## src/rtl/cache_ctrl_pkg.sv

```systemverilog
// Shared types and default widths for the direct-mapped write-through cache controller.
package cache_ctrl_pkg;

  localparam int DEF_ADDR_W = 8;
  localparam int DEF_DATA_W = 8;
  localparam int DEF_LINES  = 8;

  typedef enum logic [2:0] {
    IDLE,
    FLUSH,
    LOOKUP,
    BUS_REQ,
    BUS_XFER
  } state_t;

endpackage

```

## src/rtl/cache_line_array.sv

```systemverilog
// Valid/tag/data storage: one combinational read port, one synchronous write port, single-cycle flush.
module cache_line_array
  import cache_ctrl_pkg::*;
#(
  parameter int LINES  = DEF_LINES,
  parameter int IDX_W  = $clog2(DEF_LINES),
  parameter int TAG_W  = DEF_ADDR_W - $clog2(DEF_LINES),
  parameter int DATA_W = DEF_DATA_W
) (
  input  logic              clk,
  input  logic              rst,
  input  logic              flush_all,
  input  logic [IDX_W-1:0]  rd_idx,
  output logic              rd_valid,
  output logic [TAG_W-1:0]  rd_tag,
  output logic [DATA_W-1:0] rd_data,
  input  logic              wr_en,
  input  logic [IDX_W-1:0]  wr_idx,
  input  logic [TAG_W-1:0]  wr_tag,
  input  logic [DATA_W-1:0] wr_data
);

  logic [LINES-1:0]  valid_bits;
  logic [TAG_W-1:0]  tag_mem  [LINES];
  logic [DATA_W-1:0] data_mem [LINES];

  // Only the valid bits are reset; tag/data contents are meaningless until a line is marked valid.
  always_ff @(posedge clk or posedge rst) begin
    if (rst) begin
      valid_bits <= '0;
    end else if (flush_all) begin
      valid_bits <= '0;
    end else if (wr_en) begin
      valid_bits[wr_idx] <= 1'b1;
    end
  end

  always_ff @(posedge clk) begin
    if (wr_en) begin
      tag_mem[wr_idx]  <= wr_tag;
      data_mem[wr_idx] <= wr_data;
    end
  end

  assign rd_valid = valid_bits[rd_idx];
  assign rd_tag   = tag_mem[rd_idx];
  assign rd_data  = data_mem[rd_idx];

endmodule

```

## src/rtl/cache_ctrl.sv

```systemverilog
// Direct-mapped, write-through, no-write-allocate cache controller with bus request/grant/ack
// sequencing for read fills and all writes, plus saturating hit/miss debug counters.
module cache_ctrl
  import cache_ctrl_pkg::*;
#(
  parameter int ADDR_W = DEF_ADDR_W,
  parameter int DATA_W = DEF_DATA_W,
  parameter int LINES  = DEF_LINES
) (
  input  logic              clk,
  input  logic              rst,
  input  logic              start_to_cache,
  input  logic [ADDR_W-1:0] address,
  input  logic [DATA_W-1:0] data,
  input  logic              read_operation,
  input  logic              flush,
  output logic              cache_busy,
  output logic [DATA_W-1:0] read_data,
  output logic              read_valid,
  output logic              bus_busy,
  output logic              bus_req,
  input  logic              bus_grant,
  output logic              bus_valid,
  output logic              bus_we,
  output logic [ADDR_W-1:0] bus_addr,
  output logic [DATA_W-1:0] bus_wdata,
  input  logic [DATA_W-1:0] bus_rdata,
  input  logic              bus_ack,
  output logic [7:0]        hit_count,
  output logic [7:0]        miss_count
);

  localparam int IDX_W = $clog2(LINES);
  localparam int TAG_W = ADDR_W - IDX_W;

  function automatic logic [7:0] sat_inc(input logic [7:0] value);
    return (value == 8'hFF) ? value : value + 8'd1;
  endfunction

  state_t state, next_state;

  logic [ADDR_W-1:0] req_addr;
  logic [DATA_W-1:0] req_data;
  logic              req_read;
  logic              accept;

  logic              line_valid;
  logic [TAG_W-1:0]  line_tag;
  logic [DATA_W-1:0] line_data;
  logic              hit;
  logic              fill_done;
  logic              wr_en;
  logic [DATA_W-1:0] wr_data;

  // A flush in the same cycle as a request wins and the request is dropped.
  assign accept    = (state == IDLE) && !flush && start_to_cache;
  assign hit       = line_valid && (line_tag == req_addr[ADDR_W-1:IDX_W]);
  assign fill_done = (state == BUS_XFER) && bus_ack && req_read;
  assign wr_en     = ((state == LOOKUP) && !req_read && hit) || fill_done;
  assign wr_data   = (state == LOOKUP) ? req_data : bus_rdata;

  always_ff @(posedge clk) begin
    if (accept) begin
      req_addr <= address;
      req_data <= data;
      req_read <= read_operation;
    end
  end

  cache_line_array #(
    .LINES  (LINES),
    .IDX_W  (IDX_W),
    .TAG_W  (TAG_W),
    .DATA_W (DATA_W)
  ) u_lines (
    .clk       (clk),
    .rst       (rst),
    .flush_all (state == FLUSH),
    .rd_idx    (req_addr[IDX_W-1:0]),
    .rd_valid  (line_valid),
    .rd_tag    (line_tag),
    .rd_data   (line_data),
    .wr_en     (wr_en),
    .wr_idx    (req_addr[IDX_W-1:0]),
    .wr_tag    (req_addr[ADDR_W-1:IDX_W]),
    .wr_data   (wr_data)
  );

  always_ff @(posedge clk or posedge rst) begin
    if (rst) begin
      state <= IDLE;
    end else begin
      state <= next_state;
    end
  end

  // Bus outputs are decoded from state so an async reset drops them immediately.
  always_comb begin
    next_state = state;
    cache_busy = 1'b1;
    bus_req    = 1'b0;
    bus_busy   = 1'b0;
    bus_valid  = 1'b0;
    bus_we     = 1'b0;
    bus_addr   = '0;
    bus_wdata  = '0;
    case (state)
      IDLE: begin
        cache_busy = 1'b0;
        if (flush) begin
          next_state = FLUSH;
        end else if (start_to_cache) begin
          next_state = LOOKUP;
        end
      end
      FLUSH: begin
        next_state = IDLE;
      end
      LOOKUP: begin
        next_state = (req_read && hit) ? IDLE : BUS_REQ;
      end
      BUS_REQ: begin
        bus_req  = 1'b1;
        bus_busy = 1'b1;
        if (bus_grant) begin
          next_state = BUS_XFER;
        end
      end
      BUS_XFER: begin
        bus_req   = 1'b1;
        bus_busy  = 1'b1;
        bus_valid = 1'b1;
        bus_we    = !req_read;
        bus_addr  = req_addr;
        bus_wdata = req_read ? '0 : req_data;
        if (bus_ack) begin
          next_state = IDLE;
        end
      end
      default: begin
        next_state = IDLE;
      end
    endcase
  end

  always_ff @(posedge clk or posedge rst) begin
    if (rst) begin
      read_data  <= '0;
      read_valid <= 1'b0;
      hit_count  <= 8'h00;
      miss_count <= 8'h00;
    end else begin
      read_valid <= 1'b0;
      if (state == LOOKUP) begin
        if (hit) begin
          hit_count <= sat_inc(hit_count);
          if (req_read) begin
            read_data  <= line_data;
            read_valid <= 1'b1;
          end
        end else begin
          miss_count <= sat_inc(miss_count);
        end
      end
      if (fill_done) begin
        read_data  <= bus_rdata;
        read_valid <= 1'b1;
      end
    end
  end

endmodule

```

## config.mk

```make
export PLATFORM = sky130hd
export DESIGN_NAME = cache_ctrl
export DESIGN_NICKNAME = d
export VERILOG_FILES = /design/src/rtl/cache_ctrl_pkg.sv /design/src/rtl/cache_line_array.sv /design/src/rtl/cache_ctrl.sv
export SDC_FILE = /design/constraint.sdc
export NUM_CORES = 1
export LEC_CHECK = 0
export ABC_AREA = 1
export ABC_CLOCK_PERIOD_IN_PS = 3000
export CORE_MARGIN = 3
export CORE_UTILIZATION = 40
export DETAILED_ROUTE_END_ITERATION = 7
export GPL_ROUTABILITY_DRIVEN = 0
export GPL_TIMING_DRIVEN = 1
export PLACE_DENSITY = 0.7
export SLEW_MARGIN = 5
export SYNTH_ARGS = -nofsm -noshare
export SYNTH_HDL_FRONTEND = slang
export SYNTH_HIERARCHICAL = 1
export SYNTH_SLANG_ARGS = --single-unit
```

## constraint.sdc

```tcl
create_clock -name clk -period 3 [get_ports clk]
set_clock_uncertainty 0.2 [all_clocks]
set_input_delay 0.6 -clock clk [delete_from_list [all_inputs] [get_ports clk]]
set_output_delay 0.6 -clock clk [all_outputs]
set_load 0.02 [all_outputs]
```

Word level (Yosys, flattened, before mapping)
Memories as Yosys holds them, arrays and structs flattened. A register that Yosys moved wholly into a read port is not among the register bits.
Index checks and enable logic that the tools add are counted.
{ "word_totals": {"register_bits": 45, "ram_bits": 104, "input_bits": 31, "mem_count": 2} }
{ "op_classes": {"n_addsub": 2, "n_lt_le_gt_ge": 2, "eq_ne": 10, "muxes": 27, "bitwise": 4, "reduce_logical": 22} }
{ "memory_table": {"columns": ["name", "words", "width", "read_ports", "rd_clocked_by_memory_dff", "write_ports", "line", "text"], "rows": [
  ["u_lines.data_mem", 8, 8, 1, 1, 1, "cache_line_array.sv:25", "logic [DATA_W-1:0] data_mem [LINES];"],
  ["u_lines.tag_mem", 8, 5, 1, 1, 1, "cache_line_array.sv:24", "logic [TAG_W-1:0] tag_mem [LINES];"]
]} }
{ "ops": {"columns": ["cell", "n"], "rows": [
  ["8-bit two-way mux", 6],
  ["8-bit by 1-bit adder with 8-bit output (second input constant)", 2],
  ["8-bit == test (second input constant)", 2],
  ["3-bit two-way mux", 5],
  ["1-bit two-way mux", 12],
  ["3-bit case mux with 4 select lines", 1],
  ["3-bit AND reduction", 4],
  ["1-bit logical AND", 9],
  ["8-bit bitwise OR", 1],
  ["2-bit nonzero test", 4],
  ["3-bit by 2-bit == test with 1-bit output (second input constant)", 2],
  ["5-bit == test", 1],
  ["3-bit by 4-bit < comparator with 1-bit output (second input constant)", 1],
  ["2-bit != test (second input constant)", 2],
  ["1-bit binary-select mux with 3-bit select", 1],
  ["1-bit demux with 3-bit select", 1],
  ["3-bit by 1-bit == test with 1-bit output (second input constant)", 1],
  ["3-bit == test (second input constant)", 1],
  ["3-bit by 1-bit >= comparator with 1-bit output (second input constant)", 1],
  ["3-bit logical NOT", 1],
  ["3-bit != test (second input constant)", 1],
  ["1-bit inverter", 3],
  ["1-bit logical NOT", 2],
  ["2-bit two-way mux", 1],
  ["2 further kinds", 2]
]} }

Depth between registers and ports, before layout
{ "depth": {"depth_word": 7, "ltp_mapped": 19} }

Modules after synthesis
Netlist, hierarchy kept.
{ "by_module_without_submodules": {"columns": ["mod", "n_inst", "cells_each", "area_each_um2"], "rows": [
  ["cache_line_array", 1, 521, 5001.0],
  ["cache_ctrl", 1, 299, 2442.3]
]} }

Least setup slack after synthesis
Ideal clock, no wire load.
{ "synth_timing": {"path_kind": "register -> register", "from": "register req_addr[0]", "to": "memory u_lines/data_mem[7][0] in the netlist's numbering, enable pin", "setup_ns": 0.384, "t_arrival_ns": 2.649, "required_time_ns": 2.416, "slack_ns": -0.233, "stages_incl_launch_ff": 17, "n_path_buf": 3, "period_less_slack_ns": 3.233, "path_cell_list": "edfxtp_1 -> buf_4 -> buf_4 -> nand2_1 -> nand3_1 -> nand2_1 -> nand2_1 -> nand2_1 -> inv_1 -> nand2_1 -> nand2_1 -> nor2_1 -> nand3_2 -> buf_4 -> o31ai_1 -> nand2_1 -> nor2_1"} }
{ "synth_via": {"elab_chain_cells": 7} }
{ "synth_lines": {"columns": ["item", "line", "text"], "rows": [
  ["start: declaration", "cache_ctrl.sv:42", "logic [ADDR_W-1:0] req_addr;"],
  ["start signal: assignment", "cache_ctrl.sv:64", "req_addr <= address;"],
  ["1-bit binary-select mux with 3-bit select", "cache_line_array.sv:45", "assign rd_valid = valid_bits[rd_idx];"],
  ["1-bit two-way mux (implied by the code)", "cache_line_array.sv:45", null],
  ["1-bit logical AND", "cache_ctrl.sv:57", "assign hit = line_valid && (line_tag == req_addr[ADDR_W-1:IDX_W]);"],
  ["1-bit logical AND", "cache_ctrl.sv:59", "assign wr_en = ((state == LOOKUP) && !req_read && hit) || fill_done;"],
  ["1-bit logical OR", "cache_ctrl.sv:59", null],
  ["net wr_en", "cache_ctrl.sv:52", "logic wr_en;"],
  ["1-bit two-way mux", "cache_line_array.sv:39", "if (wr_en) begin"],
  ["1-bit two-way mux (implied by the code)", "cache_line_array.sv:41", "data_mem[wr_idx] <= wr_data;"],
  ["end: declaration", "cache_line_array.sv:25", null]
]} }
The timed path passes the listed nets, and every way through them passes these cells. The select of a mux whose other input is x is not followed.

Worst setup path after layout
{ "layout_timing": {"from": "register state[1]", "to": "output bus_addr[7]"} }
{ "layout_via": {"elab_chain_cells": 2} }
{ "layout_lines": {"columns": ["item", "line", "text"], "rows": [
  ["start: declaration", "cache_ctrl.sv:40", "state_t state, next_state;"],
  ["start signal: assignment", "cache_ctrl.sv:93", "state <= next_state;"],
  ["3-bit == test", "cache_ctrl.sv:107", "case (state)"],
  ["8-bit two-way mux", "cache_ctrl.sv:107", null],
  ["end: declaration", "cache_ctrl.sv:25", "output logic [ADDR_W-1:0] bus_addr,"]
]} }
Every way passes these cells.

==> results.yml <==
worst_setup_path:
  critPathKind: "reg -> out"
  cp_data_required_time_ns: 2.20
  end_kind: "output pin"
  crit_arrival_ns: 2.09
  start_kind: "register"
  cp_max_fo: 11
timing:
  slew_headroom_pct: 37.0
  drv_slew: 0
  max_freq_ghz: 0.346
  hold_viol: 0
  finalCritPeriodShare_pct: 96.2
  finalWorstPathRequiredPeriod_ns: 2.89
  worst_pin_slew_ns: 0.938
  hold_slack_ns: 0.277
  rsz0062_at_grt: "false"
  finalSetupViolCount: 0
finish:
  antenna_cells: 0
  nets: 970
  layoutNonFillerInstCount: 1179
  drive_gt1_share_pct: 11.6
  syn2layout_area_growth_pct: 26.0
global_route:
  overflow: 0
  first_global_vias: 5542
  antenna_found_initial: 0
  grt_first_pass_wirelength_um: 28700
  grt_max_degree: 34
  track_usage_pct: 18.3
run:
  cap_violations: 0
power_and_ir_drop:
  p_leak_nw: 4.48
  power.density_nw_per_um2: 680
  peakVddDrop_mv: 0.452
die:
  coreArea_um2: 18100
  io_pins: 77
  row_count: 49
  start_util_pct: 41.0
  die_area_um2: 20300
  dieWidth_um: 142
  dieHeight_um: 142
clock_tree:
  clk_latency_ns: 0.42
  cts.clk_slew.worst_paths_ns: 0.07
  htree_levels: 4
  cts_num_sinks: 157
  cts_buffers: 17
  holdBufCountCts: 0
  clockBufferDepth: 2
  cts_setup_buffers: 0
  cts_resized: 12
  clockRootBuffer: "clkbuf_16"
  cts_tree: "done"
logic_synthesis:
  synth_edf_count: 121
  synth-async-reset-ratio_pct: 22.9
  synth_top_area_share_pct: 48.8
  yosysUniqueCellTypes: 33
  yosys.area.top_type: "edfxtp_1"
  ys_seq_area_share_pct: 60.9
  synth_area_um2: 7440
  synth_area_leaders: "edfxtp_1 (49%), nand2_1 (14%), dfrtp_1 (12%)"
  syn_nets: 853
  synth_warnings: 6
  synthesis.area_per_instance_um2: 9.08
  ys.flop_type: "edfxtp_1"
  netlist_instances: 820
  ys_ff_latch: 157
detailed_routing:
  routed_wl_um: 17800
  drc: 0
  final_antenna_net_count: 0
  vias: 5591
  drt_first_pass_iters: 7
  wl_per_cell_um: 15.1
  post_drt_via_cell_ratio: 4.74
  first_iter_violations: 538
placed_design:
  dpl.hpwl_um: 12600
  numPlacedInstances: 1147
  io_buffers: 76
status:
  status: "completed"
hold_path:
  min_path_type: "in -> async"
final timing paths:
kind,depth (start not counted),end,start,slack [ns]
min reg2reg,2,read_data[6],read_data[6],0.28
min,2,u_lines/valid_bits[6],rst,0.28
max in group asynchronous,3,hit_count[0],rst,1.71
max reg2reg,17,u_lines/data_mem[0][2],req_addr[0],0.19
min in group clk,2,read_data[6],read_data[6],0.28
max,4,bus_addr[7],state[1],0.11
metal layers:
layer  global-route usage, %  routed length [µm]  vias up
li1                        -                   -     2786
met1                    23.8                7620     2635
met2                    30.5                8870      142
met3                    4.47                 844       28
met4                    5.65                 435        0
met5                       0                   0        -
critical path: stages (launching register included):
cell and delay [ns]:
dfrtp_1 0.46, nor3_2 0.28, inv_2 0.18, nor2_1 0.13, clkdlybuf4s50_1 0.62
registers in the layout (all words and copies together), names as in the netlist, 3 cells and up:
name and cells:
req_addr 8, req_data 8, hit_count 8, miss_count 8
u_lines/tag_mem 40, read_data 8, u_lines/data_mem 64, u_lines/valid_bits 8
state 3
area by class of cell:
type                            instances  area [µm²]
Timing Repair Buffer                  125        1200
Fill cell                            1613        8770
Sequential cell                       157        4530
Tap cell                              229         287
Inverter                              176         677
Clock buffer                           19         464
Clock inverter                         13         125
Multi-Input combinational cell        460        2090
stage by stage:
| step | worst slack, ns | setup TNS (ns) | utilization, % | instance area [µm²] | power (W) |
|---|---|---|---|---|---|
| floorplan | -0.0524 | -1.97 | - | 7450 | 0.00363 |
| global placement | 0.0970 | 0 | 48.2 | 8740 | 0.00428 |
| detailed placement | 0.00203 | 0 | 48.2 | 8740 | 0.00430 |
| CTS | 0.0127 | 0 | 51.4 | 9330 | 0.00642 |
| global route | 0.00944 | 0 | 51.7 | 9380 | 0.00670 |
| finish | 0.113 | 0 | 51.7 | 9380 | 0.00637 |
kinds of logic (layout without fill, tap and decap cells):
group | Yosys count | count (layout) | share of synthesized area (%)
buffers and inverters | 203 | 333 | 11.4
XOR/XNOR | 12 | 12 | 1.41
flip-flops | 157 | 157 | 60.9
AND/OR/NAND/NOR | 414 | 414 | 23.7
AO/OA/AOI/OAI | 32 | 32 | 2.27
adder cells (fa/ha/maj) | 2 | 2 | 0.336
layout by cell type (no fill, tap or decap), types with 6 or more instances in the layout:
master	netlist	routed
buf_12	0	6
nor2_1	36	33
inv_1	171	166
edfxtp_1	121	121
a21oi_1	7	7
clkbuf_16	0	18
o21ai_1	8	8
nand3_1	66	66
dlygate4sd2_1	0	9
nand4_1	10	10
dfrtp_1	36	36
buf_4	10	42
nand2_1	282	282
xor2_1	7	7
clkdlybuf4s50_1	0	66
o21ai_0	14	14
Yosys cell counts (2+ instances only):
| cell | number |
|---|---|
| nand3_2 | 2 |
| o21ai_0 | 14 |
| buf_6 | 5 |
| o21ai_1 | 8 |
| a21oi_1 | 7 |
| nand2_2 | 4 |
| inv_1 | 171 |
| ha_1 | 2 |
| inv_2 | 5 |
| xnor2_1 | 5 |
| nor3_1 | 4 |
| nand3_1 | 66 |
| edfxtp_1 | 121 |
| buf_2 | 7 |
| dfrtp_1 | 36 |
| xor2_1 | 7 |
| clkbuf_1 | 4 |
| nor3_2 | 3 |
| nand2_1 | 282 |
| buf_4 | 10 |
| nor2_1 | 36 |
| nand4_1 | 10 |
power breakdown:
part / internal, W / total (W) / leakage (nW) / switching [W]
Combinational: 0.000575 / 0.00154 / 2.60 / 0.000967
Sequential: 0.00260 / 0.00272 / 1.58 / 0.000123
Clock: 0.00123 / 0.00211 / 0.297 / 0.000880
Total: 0.00440 / 0.00637 / 4.48 / 0.00197
No activity file was read; power rests on OpenSTA's default activity.
